`config.mk`:
```
export PLATFORM = sky130hd
export DESIGN_NAME = clk_div_prog
export DESIGN_NICKNAME = d
export VERILOG_FILES = /design/src/rtl/clk_div_prog.sv
export SDC_FILE = /design/constraint.sdc
export NUM_CORES = 1
export LEC_CHECK = 0
export ABC_CLOCK_PERIOD_IN_PS = 6200
export BUFFER_PORTS_ARGS = -buffer_cell sky130_fd_sc_hd__buf_2
export CORE_MARGIN = 2
export CORE_UTILIZATION = 64
export CTS_BUF_LIST = sky130_fd_sc_hd__clkbuf_8
export DETAILED_ROUTE_END_ITERATION = 6
export PLACE_DENSITY = 0.87
export SYNTH_ARGS = -nofsm -noshare
export SYNTH_HDL_FRONTEND = slang
export SYNTH_SLANG_ARGS = --single-unit
```
`constraint.sdc`:
```
create_clock -name clk -period 6.2 [get_ports clk]
set_input_delay 0.62 -clock clk [delete_from_list [all_inputs] [get_ports clk]]
set_output_delay 0.62 -clock clk [all_outputs]
set_load 0.1 [all_outputs]
```
`src/rtl/clk_div_prog.sv`:
```
// clk_div_prog: runtime-programmable integer clock divider with period-start tick
module clk_div_prog #(
    parameter int WIDTH       = 8,
    parameter int DEFAULT_DIV = 4
) (
    input  logic             clk,
    input  logic             rst,
    input  logic             en,
    input  logic [WIDTH-1:0] div_in,
    input  logic             div_load,
    output logic             clk_out,
    output logic             tick,
    output logic [WIDTH-1:0] div_act,
    output logic             pend,
    output logic             err
);

    localparam logic [WIDTH-1:0] DEF_DIV = WIDTH'(DEFAULT_DIV);

    logic [WIDTH-1:0] cnt_q, cnt_d;
    logic [WIDTH-1:0] div_act_q, div_act_d;
    logic [WIDTH-1:0] div_pend_q, div_pend_d;
    logic             pend_q, pend_d;
    logic             clk_out_q, clk_out_d;
    logic             tick_q, tick_d;
    logic             err_q, err_d;
    logic             wrap, load_ok;
    logic [WIDTH:0]   hi, cnt_inc;

    // Next-state: counter/wrap, duty level, and divisor reload held until a period boundary
    always_comb begin
        wrap       = en && (cnt_q == div_act_q - WIDTH'(1));
        load_ok    = div_load && (div_in != '0);
        hi         = ({1'b0, div_act_q} + (WIDTH+1)'(1)) >> 1;
        cnt_inc    = {1'b0, cnt_q} + (WIDTH+1)'(1);
        cnt_d      = !en ? cnt_q : wrap ? '0 : cnt_inc[WIDTH-1:0];
        tick_d     = wrap;
        clk_out_d  = !en ? clk_out_q : wrap ? 1'b1 : (cnt_inc < hi);
        div_act_d  = (wrap && pend_q) ? div_pend_q : div_act_q;
        div_pend_d = load_ok ? div_in : div_pend_q;
        pend_d     = load_ok ? 1'b1 : (wrap && pend_q) ? 1'b0 : pend_q;
        err_d      = err_q || (div_load && (div_in == '0));
    end

    // State registers with asynchronous reset to a fresh DEFAULT_DIV period
    always_ff @(posedge clk or posedge rst) begin
        if (rst) begin
            cnt_q      <= DEF_DIV - WIDTH'(1);
            div_act_q  <= DEF_DIV;
            div_pend_q <= '0;
            pend_q     <= 1'b0;
            clk_out_q  <= 1'b0;
            tick_q     <= 1'b0;
            err_q      <= 1'b0;
        end else begin
            cnt_q      <= cnt_d;
            div_act_q  <= div_act_d;
            div_pend_q <= div_pend_d;
            pend_q     <= pend_d;
            clk_out_q  <= clk_out_d;
            tick_q     <= tick_d;
            err_q      <= err_d;
        end
    end

    assign clk_out = clk_out_q;
    assign tick    = tick_q;
    assign div_act = div_act_q;
    assign pend    = pend_q;
    assign err     = err_q;

endmodule

```
==> flow_summary.ini, run 1 <==
[global_route]
grt_pass1_vias = 1437
grt.total_usage_pct = 26.79
grt_overflow_total = 0
grt_max_degree = 29
antenna_found_initial = 0
grt_pass1_wl_mm = 6.679

[yosys]
ys_ff_latch = 28
syn_nets = 202
synth_ff_type = dfrtp_1
synth_edf_count = 0
ys_types = 40
avgSynthCellArea_um2 = 9.905
synth_area_leader_cell = dfrtp_1
synth-async-reset-ratio_pct = 100.0
yosysMostFrequentCell = nand2_1
synth_common_cells = nand2_1, dfrtp_1, xnor2_1, xor2_1, ha_1
synth_area_mm2 = 0.001783
synth-warning-count = 0
synth_top_area_share_pct = 35.09
ys_top_cells_by_area = dfrtp_1, ha_1, mux2_4, nand2_1, xnor2_1
synthesis.instances = 180
ys_seq_area_share_pct = 39.51

[die]
die_x_um = 56.78
core_area_mm2 = 0.002710
fp-row-count = 19
ioPinCount = 24
start_util_pct = 65.79
dieHeight_um = 56.78
die-area_mm2 = 0.003224

[place]
placed_cells = 225
gp_congestion = 0.8604
dp_hpwl_mm = 2.844
port_buffers = 23

[route]
drt_iter0_drc = 69
first_pass_iters = 5
drtAntennaViolNets = 0
vias = 1407
wl_mm = 3.836
wl_per_cell_um = 16.75
drc = 0
vias_per_cell = 6.144

[critical_path]
critPathMaxStageDelay_ns = 0.69
reg2regPathDepth = 10
cpMostUsedCell = nand2_1
crit_arrival_ns = 2.87
cp_cell_sequence = nand2_1 > nor3_1 > nand2_1 > xor2_1 > ha_1 > a21o_1 > a211oi_1 > o21ai_0 > o211ai_1 > a221o_1
end_kind = flop
start_kind = flop
worstSetupPathType = reg2reg
required_ns = 6.42
cp_max_fo = 12
crit_path_top_delay_cell = dfstp_2

[clock_tree]
hold_buffers = 0
postCtsSetupBuffers = 0
clkTransAtPathRegs_ns = 0.10
cts_root_buffer = clkbuf_8
clk_latency_ns = 0.28
htreeDepth = 1
clock_sinks = 28
ctsResizeCount = 0
numCtsBuffers = 3
clk_path_buf_depth = 2
cts_tree = done

[timing]
finalMaxSlewViolations = 0
holdWs_ns = 0.4907
hold_viol_final = 0
setup_viol = 0
post-route-min-period_ns = 2.645
tightest_slew_ns = 1.020
setup_tns_ns = 0
skew_ns = 0.001449
fmax_mhz = 378.1
rsz0062_at_grt = false
slew_headroom_pct = 31.95
fin_crit_sh_pct = 42.65

[layout]
final_cell_count_no_fill = 229
drive_gt1_share_pct = 22.22
syn2layout_area_growth_pct = 9.965
diodes = 0
post-route-util_pct = 72.35
nets = 221

[power]
power.leakage_nw = 0.9615
powerDensity_mw_per_mm2 = 258.5
peakVddDrop_mv = 0.2971

[job]
cap_violations = 0

[hold_path]
min_path_type = reg2reg
holdPathStages = 1

[status]
status = complete, no violations
-- cell usage in the layout, fill, tap and decap left out, types with 2 or more instances in the layout --
cell and count:
dfrtp_1 25, o2bb2ai_1 3, nand4_1 2, nand2_1 32
a21o_1 3, and3_1 6, nand3_1 8, dfstp_2 3
inv_1 6, xor2_1 11, nor3_1 5, ha_1 10
o211ai_1 2, xnor2_1 12, buf_2 23, o21ai_1 3
nor4_1 2, a21oi_1 5, nor2_1 4, o21ai_0 4
mux2_4 8, a22o_1 2, clkbuf_8 3
-- registers in the layout (all words and copies together), names as in the netlist --
| register | flops |
|---|---|
| clk_out | 1 |
| cnt_q | 8 |
| div_act | 8 |
| div_pend_q | 8 |
| err | 1 |
| pend | 1 |
| tick | 1 |
-- path summary, 6_finish.rpt --
check / slack, ns / endpoint / from
max: 3.56 / clk_out$_DFFE_PP0P_ / div_act[2]$_DFFE_PP1P_
min: 0.49 / err$_DFF_PP0_ / err$_DFF_PP0_
max reg2reg: 3.56 / clk_out$_DFFE_PP0P_ / div_act[2]$_DFFE_PP1P_
min reg2reg: 0.49 / err$_DFF_PP0_ / err$_DFF_PP0_
max in group asynchronous: 5.02 / div_act[1]$_DFFE_PP0P_ / rst
min in group asynchronous: 0.57 / tick$_DFF_PP0_ / rst
-- report_power, final --
group / switching (mW) / leakage, nW / total [mW] / internal (mW)
registers: 0.0275 / 0.349 / 0.231 / 0.203
clock network: 0.0605 / 0.0357 / 0.147 / 0.0866
logic: 0.0741 / 0.577 / 0.129 / 0.0551
-- metrics by stage --
stage	setup WS, ns	total power [mW]	cell area (um2)
6_report	3.556	0.5069	1961
4_1_cts	3.603	0.5073	1961
5_1_grt	3.352	0.5317	1961
3_5_place_dp	3.608	0.3587	1889
3_3_place_gp	3.755	0.3477	1889
2_1_floorplan	3.242	0.3269	1783
-- logic make-up (layout without fill, tap and decap cells) --
kind of cell,count (synthesis),in the layout,share of synthesized area (%)
AO/OA/AOI/OAI,31,31,14.04
XOR/XNOR,23,23,11.30
adder cells (fa/ha/maj),10,10,7.018
buffers and inverters,16,34,4.140
flip-flops,28,28,39.51
multiplexers,8,8,6.737
AND/OR/NAND/NOR,64,64,17.26
-- critical path, delay by kind of cell (launching register included) --
family,cells,cell delay (ns)
AOI/OAI and AO/OA,5,0.86
xor gates and xnor gates,1,0.17
adders and majority gates,1,0.34
DFF,1,0.69
and+or+nand+nor,3,0.54
-- metal layers --
layer	track usage (%)	wire length [um]
met1	36.60	1644
met2	44.02	1971
met3	2.765	147
met4	10.30	73
met5	0	0
-- layout make-up --
| cell class | count | area (um2) |
|---|---|---|
| Multi-Input combinational cell | 136 | 1005 |
| Fill cell | 199 | 749.5 |
| Clock buffer | 3 | 41.29 |
| Sequential cell | 28 | 704.4 |
| Inverter | 7 | 26.28 |
| Tap cell | 31 | 38.79 |
| Timing Repair Buffer | 23 | 115.1 |
| Clock inverter | 1 | 30.03 |
No activity file was read; power rests on OpenSTA's default activity.
==> inputs of run 2 (changes only) <==
==> config.mk (replaced) <==
export PLATFORM = sky130hd
export DESIGN_NAME = clk_div_prog
export DESIGN_NICKNAME = d
export VERILOG_FILES = /design/src/rtl/clk_div_prog.sv
export SDC_FILE = /design/constraint.sdc
export NUM_CORES = 1
export LEC_CHECK = 0
export ABC_CLOCK_PERIOD_IN_PS = 2500
export BUFFER_PORTS_ARGS = -buffer_cell sky130_fd_sc_hd__buf_2
export CORE_MARGIN = 2
export CORE_UTILIZATION = 59
export CTS_BUF_LIST = sky130_fd_sc_hd__clkbuf_8
export DETAILED_ROUTE_END_ITERATION = 6
export PLACE_DENSITY = 0.81
export SYNTH_ARGS = -nofsm -noshare
export SYNTH_HDL_FRONTEND = slang
export SYNTH_SLANG_ARGS = --single-unit
==> constraint.sdc (replaced) <==
create_clock -name clk -period 2.5 [get_ports clk]
set_input_delay 0.25 -clock clk [delete_from_list [all_inputs] [get_ports clk]]
set_output_delay 0.25 -clock clk [all_outputs]
set_load 0.1 [all_outputs]
==> run 2 against run 1 <==
Against the previous run: via count is 6.2% higher; hold slack worse by 0.36 ns; register-to-register slack worse by 3.5 ns; clock skew is 0.0012 ns higher; wire length is 7.8% higher; critical endpoint is now div_act[4]$_DFFE_PP0P_; highest routed layer unchanged.
==> flow_summary.ini, run 2 (synthesis gave the netlist of run 1 again) <==
[clock_tree]
clk_latency_ns = 0.27
cts_tree = done
cts_root_buffer = clkbuf_8
clkTransAtPathRegs_ns = 0.10
hold_buffers = 0
htreeDepth = 1
clk_path_buf_depth = 2
numCtsBuffers = 3
clock_sinks = 28

[critical_path]
reg2regPathDepth = 8
critPathMaxStageDelay_ns = 0.52
cp_cell_sequence = inv_2 > ha_4 > nand2_1 > or4_4 > a2111oi_4 > o211ai_4 > buf_12 > mux2_4
worstSetupPathType = reg2reg
cp_max_fo = 8
crit_path_top_delay_cell = dfrtp_4
end_kind = flop
required_ns = 2.67
start_kind = flop
crit_arrival_ns = 2.62

[timing]
tightest_slew_ns = 0.8530
layout_setup_ws_ns = 0.04821
setup_viol = 0
finalMaxSlewViolations = 0
slew_headroom_pct = 43.07
hold_viol_final = 0
holdWs_ns = 0.1341
post-route-min-period_ns = 2.452
fin_crit_sh_pct = 98.07
fmax_mhz = 407.9
skew_ns = 0.002633

[layout]
mostFrequentLayoutCells = nand2_1, buf_2, dfrtp_1
diodes = 0
layout_commonest_cell = nand2_1
nets = 232
nFillCells = 174
post-route-util_pct = 75.38
drive_gt1_share_pct = 31.10
multi_input_area_mm2 = 0.001035
syn2layout_area_growth_pct = 18.60
final_cell_count_no_fill = 240
seq_area_um2 = 720.7

[global_route]
grt_max_degree = 23
grt_pass1_vias = 1432
antenna_found_initial = 0
grt_overflow_total = 0
grt.total_usage_pct = 26.10
grt_pass1_wl_mm = 6.824

[job]
cap_violations = 0

[power]
power.leakage_nw = 1.027
peakVddDrop_mv = 0.4649
powerDensity_mw_per_mm2 = 594.1

[route]
drt_iter0_drc = 147
vias_per_cell = 6.225
drc = 0
drtAntennaViolNets = 0
first_pass_iters = 4
vias = 1494
wl_mm = 4.134
wl_per_cell_um = 17.23

[status]
status = complete, no violations

[die]
core_area_mm2 = 0.002805
fp-row-count = 19
ioPinCount = 24
die-area_mm2 = 0.003477
die_x_um = 58.97
start_util_pct = 63.56
dieHeight_um = 58.97

[place]
port_buffers = 23
gp_congestion = 0.8858
pre_cts_ws_ns = 0.06967
dp_hpwl_mm = 3.053
placed_cells = 230

[hold_path]
min_path_type = in2async
-- run 2: cell types whose count changed in the layout (fill, tap and decap cells not counted), sizes merged --
cell  previous run  this run
buf             23        34
-- run 2: power by group --
part           internal [mW]  leakage (nW)  total, mW  switching, mW
clock                  0.214        0.0357      0.359          0.144
sequential             0.503         0.342      0.570         0.0667
combinational          0.145         0.649      0.327          0.183
-- run 2: layout make-up --
cell class,instances,share of cell area (%)
well taps,31,1.834
flip-flops and latches,28,34.08
multi-input cells,136,48.93
clock inverters,1,1.420
clock buffers,3,1.953
repair buffers,34,10.53
inverters,7,1.243
-- run 2: per-layer routing --
| layer | up-vias | part of all wire [%] | GRT usage [%] |
|---|---|---|---|
| met4 | 0 | 1.6 | 9.091 |
| met2 | 58 | 49 | 41.59 |
| met5 | - | 0 | 0 |
| li1 | 690 | - | - |
| met3 | 11 | 5.3 | 3.275 |
| met1 | 735 | 45 | 36.89 |
-- run 2: repair_timing --
item,4_1_cts,5_1_grt
setup endpoints to repair,0,11
gates resized for setup,0,7
buffers inserted,0,6
-- run 2: final timing paths --
kind | start | endpoint | slack (ns)
max | div_act[0]$_DFFE_PP0P_ | div_act[4]$_DFFE_PP0P_ | 0.05
min | rst | pend$_DFFE_PP0P_ | 0.13
max reg2reg | div_act[0]$_DFFE_PP0P_ | div_act[4]$_DFFE_PP0P_ | 0.05
min reg2reg | err$_DFF_PP0_ | err$_DFF_PP0_ | 0.49
max in group asynchronous | rst | cnt_q[0]$_DFFE_PP1P_ | 1.66
min in group clk | div_in[5] | div_pend_q[5]$_DFFE_PP0P_ | 0.17
-- run 2: critical path: cells and delay by family (launching register included) --
family | cells | cell delay [ns]
buffers and inverters | 2 | 0.28
flip-flops | 1 | 0.52
multiplexers | 1 | 0.29
AO/OA/AOI/OAI | 2 | 0.58
adder cells (fa/ha/maj) | 1 | 0.17
AND/OR/NAND/NOR | 2 | 0.49
-- run 2: per-stage QoR --
step | setup TNS [ns] | instance area, um2 | power (mW)
after CTS | 0 | 2027 | 1.253
after global placement | 0 | 1956 | 0.8696
after floorplan | -0.2728 | 1815 | 0.8103
final | 0 | 2115 | 1.256
after global routing | -0.001928 | 2115 | 1.315
after detailed placement | 0 | 1956 | 0.8923
==> inputs of run 3 (changes only) <==
==> config.mk (replaced) <==
export PLATFORM = sky130hd
export DESIGN_NAME = clk_div_prog
export DESIGN_NICKNAME = d
export VERILOG_FILES = /design/src/rtl/clk_div_prog.sv
export SDC_FILE = /design/constraint.sdc
export NUM_CORES = 1
export LEC_CHECK = 0
export ABC_CLOCK_PERIOD_IN_PS = 1980
export BUFFER_PORTS_ARGS = -buffer_cell sky130_fd_sc_hd__buf_2
export CORE_MARGIN = 2
export CORE_UTILIZATION = 45
export CTS_BUF_LIST = sky130_fd_sc_hd__clkbuf_8
export DETAILED_ROUTE_END_ITERATION = 6
export PLACE_DENSITY = 0.67
export SYNTH_ARGS = -nofsm -noshare
export SYNTH_HDL_FRONTEND = slang
export SYNTH_SLANG_ARGS = --single-unit
==> constraint.sdc (replaced) <==
create_clock -name clk -period 1.98 [get_ports clk]
set_input_delay 0.198 -clock clk [delete_from_list [all_inputs] [get_ports clk]]
set_output_delay 0.198 -clock clk [all_outputs]
set_load 0.1 [all_outputs]
==> run 3 against run 2 <==
Against the previous run: the run now ends with negative setup slack left; global-route usage shrank 3.3 points; wire length grew 13%; non-clock buffer count up 35; core utilization shrank 8.9 points; largest cell class unchanged; via count grew 5.6%; critical path depth increased by 1; critical endpoint is now div_act[6]$_DFFE_PP0P_; clock power rose by 27%.
==> flow_summary.ini, run 3 (synthesis gave the netlist of run 1 again) <==
[timing]
holdWs_ns = 0.1217
post-route-min-period_ns = 2.364
skew_ns = 0.005297
slew_headroom_pct = 58.23
hold_viol_final = 0
fmax_mhz = 422.9
rsz0062_at_grt = true
tightest_slew_ns = 0.6258
setup_viol = 19
fin_crit_sh_pct = 119.4
setup_tns_ns = -5.617
layout_setup_ws_ns = -0.3845
finalMaxSlewViolations = 0

[clock_tree]
clkTransAtPathRegs_ns = 0.10
clk_latency_ns = 0.28
clock_sinks = 28
clk_path_buf_depth = 2
cts_tree = done
htreeDepth = 1
cts_root_buffer = clkbuf_8
numCtsBuffers = 3

[die]
core_area_mm2 = 0.003744
die-area_mm2 = 0.004482
start_util_pct = 47.63
die_x_um = 66.95
dieHeight_um = 66.95
ioPinCount = 24
fp-row-count = 22

[power]
powerDensity_mw_per_mm2 = 691.6
p_int_mw = 1.174
power.share.switching_pct = 31.83
power.total_mw = 1.722
peakVddDrop_mv = 0.3705
power_frac_seq_pct = 40.8
combPwrFrac_pct = 32.7
power.leakage_nw = 1.244
power.switching_uw = 548.1
p_clk_share_pct = 26.5

[route]
drtAntennaViolNets = 0
drt_iter0_drc = 68
first_pass_iters = 4
wl_mm = 4.688
vias = 1577
vias_per_cell = 5.401
wl_per_cell_um = 16.05
drc = 0

[layout]
nFillCells = 302
syn2layout_area_growth_pct = 39.65
post-route-util_pct = 66.51
final_cell_count_no_fill = 292
drive_gt1_share_pct = 46.31
mostFrequentLayoutCells = buf_4, nand2_1, buf_2
design_area_mm2 = 0.002490
layout_commonest_cell = buf_4
nets = 267
diodes = 0

[global_route]
grt.total_usage_pct = 22.81
grt_max_degree = 17
grt_pass1_vias = 1651
antenna_found_initial = 0
grt_pass1_wl_mm = 7.679
grt_overflow_total = 0

[critical_path]
r2r_slack_ns = -0.38
worstSetupStartpoint = div_act[1]$_DFFE_PP0P_
reg2reg_to = div_act[6]$_DFFE_PP0P_
end_kind = flop
reg2reg_from = div_act[1]$_DFFE_PP0P_
crit_arrival_ns = 2.54
start_kind = flop
reg2regPathDepth = 9
crit_end = div_act[6]$_DFFE_PP0P_
worstSetupPathType = reg2reg
cp_max_fo = 7
required_ns = 2.16

[place]
dp_hpwl_mm = 3.326
place_area_mm2 = 0.002232
gp_congestion = 0.8528
pre_cts_ws_ns = -0.4798
placed_cells = 281
port_buffers = 23

[hold_path]
min_path_type = in2reg

[status]
failed_checks = negative setup slack
status = finished with violations

[job]
cap_violations = 0
[run 3: cell count changes in the layout (fill, tap and decap cells not counted), moves of 2 or more]
| cell | before | now |
|---|---|---|
| inv_2 | 3 | 1 |
| a21oi_2 | 0 | 2 |
| nand2_2 | 0 | 2 |
| ha_1 | 9 | 7 |
| o2bb2ai_2 | 0 | 2 |
| nand2_1 | 32 | 29 |
| a21oi_1 | 5 | 3 |
| buf_4 | 9 | 41 |
| buf_6 | 0 | 2 |
| ha_2 | 0 | 2 |
| inv_4 | 0 | 2 |
| o2bb2ai_1 | 3 | 1 |
[run 3: worst max-delay path, cell delays in order (launching register included)]
cell and delay [ns]:
dfrtp_4 0.44, inv_4 0.04, ha_4 0.16, buf_4 0.13
xnor2_1 0.22, o221ai_2 0.15, a2111oi_4 0.49, o211ai_4 0.15
buf_12 0.17, mux2_4 0.29
[run 3: area by class of cell]
cell class              count  area (um2)  area share, %
flip-flops and latches     28       720.7          28.94
multi-input cells         136        1111          44.62
repair buffers             69       495.5          19.90
well taps                  48       60.06          2.412
clock buffers               3       41.29          1.658
clock inverters             1       30.03          1.206
inverters                   7       31.28          1.256
[run 3: how the worst min path moves through the flow]
stage | endpoint | start | cells after the start
6_report | div_pend_q[1]$_DFFE_PP0P_ | div_in[1] | 3
5_1_grt | div_pend_q[5]$_DFFE_PP0P_ | div_in[5] | 3
4_1_cts | div_pend_q[1]$_DFFE_PP0P_ | div_in[1] | 3
3_5_place_dp | div_act[7]$_DFFE_PP0P_ | rst | 2
3_3_place_gp | cnt_q[7]$_DFFE_PP0P_ | rst | 2
2_1_floorplan | clk_out$_DFFE_PP0P_ | rst | 1
[run 3: power by group through the flow]
stage          sequential, mW  clock, mW  combinational (mW)
3_5_place_dp            0.710          0               0.511
2_1_floorplan           0.722          0               0.302
6_report                0.703      0.456               0.563
5_1_grt                 0.708      0.484               0.608
3_3_place_gp            0.707          0               0.490
4_1_cts                 0.699      0.467               0.521
[run 3: metal layers]
metal	routed length (um)	part of all wire, %	GRT usage (%)	vias up
met5	0	0	0	-
met4	67	1.4	7.653	0
met3	246	5.2	2.534	7
met2	2394	51	40.13	53
met1	1979	42	28.91	754
li1	-	-	-	763
[run 3: repair_timing]
action | 4_1_cts | 5_1_grt
setup endpoints to repair | 19 | 19
hold buffers | 1 | 0
pin swaps | 3 | 15
setup buffers | 6 | 1
resized for setup | 11 | 18
hold endpoints to repair | 12 | 0
